## src/rtl/memory_arbiter_if.sv

```systemverilog
// Bus bundle between the fetch port, the load/store port, the arbiter and the shared data memory.
// The master side is the environment (requesters plus memory); the slave side is the arbiter.
interface memory_arbiter_if #(
  parameter int ADDR_W = 32,
  parameter int DATA_W = 32
);
  logic              if_req;
  logic [ADDR_W-1:0] if_address;
  logic              if_ack;
  logic [DATA_W-1:0] if_read_data;

  logic              dm_req;
  logic              dm_write;
  logic [ADDR_W-1:0] dm_address;
  logic [DATA_W-1:0] dm_write_data;
  logic [3:0]        dm_byte_enable;
  logic              dm_ack;
  logic [DATA_W-1:0] dm_read_data;

  logic [ADDR_W-1:0] mem_address;
  logic [DATA_W-1:0] mem_write_data;
  logic [3:0]        mem_write_enable;
  logic [DATA_W-1:0] mem_read_data;

  modport master (
    output if_req, if_address,
    input  if_ack, if_read_data,
    output dm_req, dm_write, dm_address, dm_write_data, dm_byte_enable,
    input  dm_ack, dm_read_data,
    input  mem_address, mem_write_data, mem_write_enable,
    output mem_read_data
  );

  modport slave (
    input  if_req, if_address,
    output if_ack, if_read_data,
    input  dm_req, dm_write, dm_address, dm_write_data, dm_byte_enable,
    output dm_ack, dm_read_data,
    output mem_address, mem_write_data, mem_write_enable,
    input  mem_read_data
  );
endinterface

```

## src/rtl/memory_arbiter.sv

```systemverilog
// Shares one single-port, registered-read data memory between instruction fetch and load/store,
// alternating on conflicts and emulating byte stores with a read-modify-write.
module memory_arbiter (
  input  logic             clk,
  input  logic             reset,
  memory_arbiter_if.slave  bus
);

  typedef enum logic [1:0] {IDLE, ACK, RMW_WRITE, RMW_ACK} state_t;
  typedef enum logic {FETCH, DATA} port_t;

  state_t     state, state_next;
  // last_grant doubles as the port currently being served: it only changes on a new grant.
  port_t      last_grant;
  logic       lat_write;
  logic [3:0] lat_be;
  logic       grant_fetch, grant_data;

  always_comb begin
    grant_data  = (state == IDLE) && !reset && bus.dm_req &&
                  (!bus.if_req || last_grant == FETCH);
    grant_fetch = (state == IDLE) && !reset && bus.if_req && !grant_data;
  end

  always_comb begin
    // NOTE: every output gets a default first so no path through the case can infer a latch.
    state_next           = state;
    bus.mem_address      = '0;
    bus.mem_write_data   = '0;
    bus.mem_write_enable = 4'b0000;
    bus.if_ack           = 1'b0;
    bus.if_read_data     = '0;
    bus.dm_ack           = 1'b0;
    bus.dm_read_data     = '0;

    case (state)
      IDLE: begin
        if (grant_fetch) begin
          bus.mem_address = bus.if_address;
          state_next      = ACK;
        end else if (grant_data) begin
          bus.mem_address = bus.dm_address;
          if (bus.dm_write && bus.dm_byte_enable == 4'b1111) begin
            bus.mem_write_data   = bus.dm_write_data;
            bus.mem_write_enable = 4'b1111;
            state_next           = ACK;
          end else if (bus.dm_write && bus.dm_byte_enable != 4'b0000) begin
            state_next = RMW_WRITE;   // this cycle is the read phase
          end else begin
            state_next = ACK;
          end
        end
      end

      ACK: begin
        if (last_grant == FETCH) begin
          bus.if_ack       = 1'b1;
          bus.if_read_data = bus.mem_read_data;
        end else begin
          bus.dm_ack = 1'b1;
          if (!lat_write) bus.dm_read_data = bus.mem_read_data;
        end
        state_next = IDLE;
      end

      RMW_WRITE: begin
        bus.mem_address = bus.dm_address;
        // Merge the store lanes over the word read back during the grant cycle.
        for (int i = 0; i < 4; i++) begin
          bus.mem_write_data[8*i +: 8] = lat_be[i] ? bus.dm_write_data[8*i +: 8]
                                                   : bus.mem_read_data[8*i +: 8];
        end
        bus.mem_write_enable = 4'b1111;
        state_next           = RMW_ACK;
      end

      RMW_ACK: begin
        bus.dm_ack = 1'b1;
        state_next = IDLE;
      end

      default: state_next = IDLE;
    endcase

    // Reset wins in every state: no write reaches memory and no ack escapes.
    if (reset) begin
      bus.mem_write_enable = 4'b0000;
      bus.if_ack           = 1'b0;
      bus.dm_ack           = 1'b0;
      bus.if_read_data     = '0;
      bus.dm_read_data     = '0;
    end
  end

  always_ff @(posedge clk) begin
    // NOTE: sequential state uses non-blocking assignments so every register samples pre-edge values.
    if (reset) begin
      state      <= IDLE;
      last_grant <= FETCH;
      lat_write  <= 1'b0;
      lat_be     <= 4'b0000;
    end else begin
      state <= state_next;
      if (grant_fetch) begin
        last_grant <= FETCH;
      end else if (grant_data) begin
        last_grant <= DATA;
        lat_write  <= bus.dm_write;
        lat_be     <= bus.dm_byte_enable;
      end
    end
  end

endmodule

```

## src/flat_wrapper.sv

```systemverilog
// flat-port wrapper written by rule: the top's interface ports become plain ports
module memory_arbiter_flat 
  (clk, reset, bus_if_req, bus_if_address, bus_if_ack, bus_if_read_data, bus_dm_req, bus_dm_write, bus_dm_address, bus_dm_write_data, bus_dm_byte_enable, bus_dm_ack, bus_dm_read_data, bus_mem_address, bus_mem_write_data, bus_mem_write_enable, bus_mem_read_data);
  memory_arbiter_if #(.ADDR_W(32), .DATA_W(32)) bus_i ();
  input  logic clk;
  input  logic reset;
  input wire logic [$bits(bus_i.if_req)-1:0] bus_if_req;
  input wire logic [$bits(bus_i.if_address)-1:0] bus_if_address;
  output wire logic [$bits(bus_i.if_ack)-1:0] bus_if_ack;
  output wire logic [$bits(bus_i.if_read_data)-1:0] bus_if_read_data;
  input wire logic [$bits(bus_i.dm_req)-1:0] bus_dm_req;
  input wire logic [$bits(bus_i.dm_write)-1:0] bus_dm_write;
  input wire logic [$bits(bus_i.dm_address)-1:0] bus_dm_address;
  input wire logic [$bits(bus_i.dm_write_data)-1:0] bus_dm_write_data;
  input wire logic [$bits(bus_i.dm_byte_enable)-1:0] bus_dm_byte_enable;
  output wire logic [$bits(bus_i.dm_ack)-1:0] bus_dm_ack;
  output wire logic [$bits(bus_i.dm_read_data)-1:0] bus_dm_read_data;
  output wire logic [$bits(bus_i.mem_address)-1:0] bus_mem_address;
  output wire logic [$bits(bus_i.mem_write_data)-1:0] bus_mem_write_data;
  output wire logic [$bits(bus_i.mem_write_enable)-1:0] bus_mem_write_enable;
  input wire logic [$bits(bus_i.mem_read_data)-1:0] bus_mem_read_data;
  assign bus_i.if_req = bus_if_req;
  assign bus_i.if_address = bus_if_address;
  assign bus_if_ack = bus_i.if_ack;
  assign bus_if_read_data = bus_i.if_read_data;
  assign bus_i.dm_req = bus_dm_req;
  assign bus_i.dm_write = bus_dm_write;
  assign bus_i.dm_address = bus_dm_address;
  assign bus_i.dm_write_data = bus_dm_write_data;
  assign bus_i.dm_byte_enable = bus_dm_byte_enable;
  assign bus_dm_ack = bus_i.dm_ack;
  assign bus_dm_read_data = bus_i.dm_read_data;
  assign bus_mem_address = bus_i.mem_address;
  assign bus_mem_write_data = bus_i.mem_write_data;
  assign bus_mem_write_enable = bus_i.mem_write_enable;
  assign bus_i.mem_read_data = bus_mem_read_data;
  memory_arbiter u_core (.clk(clk), .reset(reset), .bus(bus_i));
endmodule
```

## config.mk

```make
export PLATFORM = sky130hd
export DESIGN_NAME = memory_arbiter_flat
export DESIGN_NICKNAME = d
export VERILOG_FILES = /design/src/rtl/memory_arbiter_if.sv /design/src/rtl/memory_arbiter.sv /design/src/flat_wrapper.sv
export SDC_FILE = /design/constraint.sdc
export NUM_CORES = 1
export LEC_CHECK = 0
export BUFFER_PORTS_ARGS = -buffer_cell sky130_fd_sc_hd__buf_2
export CAP_MARGIN = 20
export CELL_PAD_IN_SITES_DETAIL_PLACEMENT = 0
export CELL_PAD_IN_SITES_GLOBAL_PLACEMENT = 2
export CORE_MARGIN = 2
export CORE_UTILIZATION = 12
export CTS_CLUSTER_SIZE = 8
export DETAILED_ROUTE_END_ITERATION = 7
export GPL_TIMING_DRIVEN = 0
export PLACE_DENSITY_LB_ADDON = 0.1
export SKIP_LAST_GASP = 1
export SYNTH_ARGS = -nofsm -noshare
export SYNTH_HDL_FRONTEND = slang
export SYNTH_SLANG_ARGS = --single-unit
```

## constraint.sdc

```tcl
create_clock -name clk -period 3.19 [get_ports clk]
set_clock_uncertainty 0.2 [all_clocks]
set_input_delay 0.1595 -clock clk [delete_from_list [all_inputs] [get_ports clk]]
set_output_delay 0.1595 -clock clk [all_outputs]
set_load 0.03 [all_outputs]
```

==> impl_metrics.yaml <==
floorplan:
  floorplan.die.width_um: 119
  design.core.area_mm2: 0.0127
  die_y_um: 119
  initial_core_util_pct: 12.4
  rows: 41
  floorplan_die_area_mm2: 0.0140
  floorplan.io_pins: 271
drt:
  avgViaCountPerCell: 3.96
  detail_route.wl_per_cell_um: 13.4
  detail_route.drc_violations: 0
  via_count: 2585
  drt_first_iter_violations: 88
  antenna_left: 0
  postRouteWirelength_um: 8720
  drt-pass1-iter-count: 4
worst_hold_path:
  worstHoldEndpoint: "u_core.lat_write"
  min-delay-path-class: "in2reg"
  min-delay-start: "bus_dm_write"
  worst_hold_path.num_cells: 3
setup_path:
  rr_worst_depth: 5
  timing.critical_path.arrival_ps: 2350
  critical_path.startpoint_type: "input pin"
  cp-end-kind: "output port"
  r2r_start: "u_core.state[0]"
  maximum_net_fanout_on_the_critical_path: 10
  worst-endpoint-required_ps: 2830
  r2r_setup_slack_ps: 1190
  regToRegEndpoint: "u_core.lat_be[0]"
  worstSetupPathType: "in2out"
cells_and_area:
  fraction_of_layout_cells_with_a_size_suffix_above_1_pct: 60.4
  final_area_mm2: 0.00325
  final_cell_mix: "270 x sky130_fd_sc_hd__buf_2, 64 x sky130_fd_sc_hd__a22o_1, 64 x sky130_fd_sc_hd__and2_1"
  finalNonFillerCells: 652
  antenna_cells_inserted: 0
  syn2layout_area_growth_pct: 107
  most_frequent_standard_cell_in_the_layout_excluding_fill_and_tap_cells: "sky130_fd_sc_hd__buf_2"
  utilization_after_layout_pct: 25.6
  nets: 619
  fillerInstances: 1449
synth:
  yosys.cell_types.count: 26
  mappedNetlistNets: 341
  mean_area_per_synthesized_cell_um2: 7.72
  yosysSeqAreaShare_pct: 10.2
  syn_inst: 204
  netlist_area_mm2: 0.00157
  synth-seq-cells: 8
  synth.yosys.warnings: 0
timing:
  finalHoldViolations: 0
  timing.fmax_ghz: 0.369
  rsz_0062_raised_after_global_routing: "false"
  timing.hold.ws_ps: 1.58
  final_min_period_over_clock_period_pct: 85.1
  timing.final.ws_setup_ps: 477
  finalCriticalPeriod_ps: 2710
  drv_slew: 0
  worstMarginPinSlew_ps: 695
  timing.setup.tns_ps: 0
  report.final.setup_viol: 0
  slew_headroom_pct: 53.5
place:
  port_buffers: 269
  gp_routability_congestion: 0.693
  post-place-ws_ps: 870
  placed_area_mm2: 0.00314
  numPlacedInstances: 645
  detailed_place_hpwl_um: 7390
clock_tree:
  clock_path_buffers: 2
  root_buffer: "sky130_fd_sc_hd__clkbuf_16"
  tritoncts: "yes"
  insertion_delay_to_the_later_sink_of_the_worst_skew_pair_ps: 230
  numCtsBuffers: 3
  clkSinkCount: 8
  h-tree-depth: 1
  clk_pin_slew_worst_paths_ps: 40
global_route:
  first_global_vias: 2452
  globalRouteOverflowTotal: 0
  grt_use_total_pct: 11.5
  grt_first_pass_wirelength_um: 13000
  antenna_found_initial: 0
  largest_net_degree_at_the_start_of_global_routing: 11
job:
  number_of_maximum_capacitance_constraint_violations: 0
pwr:
  finalPower_mw: 0.872
  cellLeakagePower_nw: 2.00
  powerDensity_mw_per_mm2: 268
  vdd.ir_drop.worst_v: 0.000149
status:
  outcome: "complete, no violations"
## repair_timing
item,4_1_cts,5_1_grt
hold endpoints to repair,4,0
buffers inserted,0,0
hold buffers,4,0
gates resized for setup,0,0
## metal layers
metal / part of all wire, % / track usage (%)
met5: 0 / 0
met3: 7.3 / 2.27
met1: 38 / 12.8
met2: 54 / 22.6
met4: 0.60 / 2.01
## state kept, by name (all words and copies together), names as in the netlist
name	count
u_core.last_grant	1
u_core.lat_be	4
u_core.lat_write	1
u_core.state	2
## synth_stat cells (all sizes together)
library cell	number	area share [%]
nor2	17	4.1
and2	64	25
a22o	64	36
nand2	7	1.7
buf	8	4.4
nand2b	1	0.40
nor2b	2	0.79
o21ai	4	2.2
nand4	1	1.4
or4	1	0.48
nand3b	1	0.48
mux2i	5	3.2
nor4b	1	1.5
a31oi	1	0.40
nor3	2	1.7
a22oi	1	0.48
clkbuf	9	2.1
o21a	2	0.95
dfxtp	8	10
o31a	2	1.1
or3b	1	0.72
inv	1	0.24
and4	1	0.56
## logic make-up (layout without fill, tap and decap cells)
kind of cell    after synthesis  after routing  share of synthesized area, %
mux                           5              5                          3.18
flops                         8              8                          10.2
buf+inv                      18            294                          6.76
simple gates                 99             99                          39.1
compound gates               74             74                          40.8
## power by group
group          switching [mW]  total, mW  internal, mW
combinational           0.336      0.541         0.205
sequential            0.00880      0.117         0.108
clock                  0.0518      0.214         0.162
total                   0.397      0.872         0.475
## worst max path at each step
| stage | start | endpoint | slack (ps) | depth (start not counted) |
|---|---|---|---|---|
| after floorplan | u_core.state[1] | bus_if_read_data[22] | 1280 | 4 |
| after global placement | u_core.state[0] | bus_dm_read_data[21] | 900 | 5 |
| after detailed placement | u_core.state[0] | bus_dm_read_data[21] | 870 | 5 |
| after CTS | reset | bus_dm_read_data[21] | 360 | 8 |
| after global routing | reset | bus_dm_read_data[27] | 220 | 8 |
| final | reset | bus_dm_read_data[29] | 480 | 8 |
## critical path: stages
cell and delay (ps):
sky130_fd_sc_hd__dlygate4sd3_1 530, sky130_fd_sc_hd__buf_4 180, sky130_fd_sc_hd__inv_2 90, sky130_fd_sc_hd__nand2_1 150, sky130_fd_sc_hd__nor4b_4 440, sky130_fd_sc_hd__clkbuf_1 410
sky130_fd_sc_hd__and2_1 190, sky130_fd_sc_hd__buf_2 200
## layout make-up
cell class | instances | area (µm²) | share of cell area (%)
inverters | 1 | 3.75 | 0.115
plain buffers | 17 | 103 | 3.16
clock buffers | 3 | 75.1 | 2.31
flip-flops and latches | 8 | 160 | 4.93
multi-input cells | 178 | 1310 | 40.2
well taps | 172 | 215 | 6.62
repair buffers | 273 | 1390 | 42.6
Note: power is estimated with default switching activity, not from simulation.
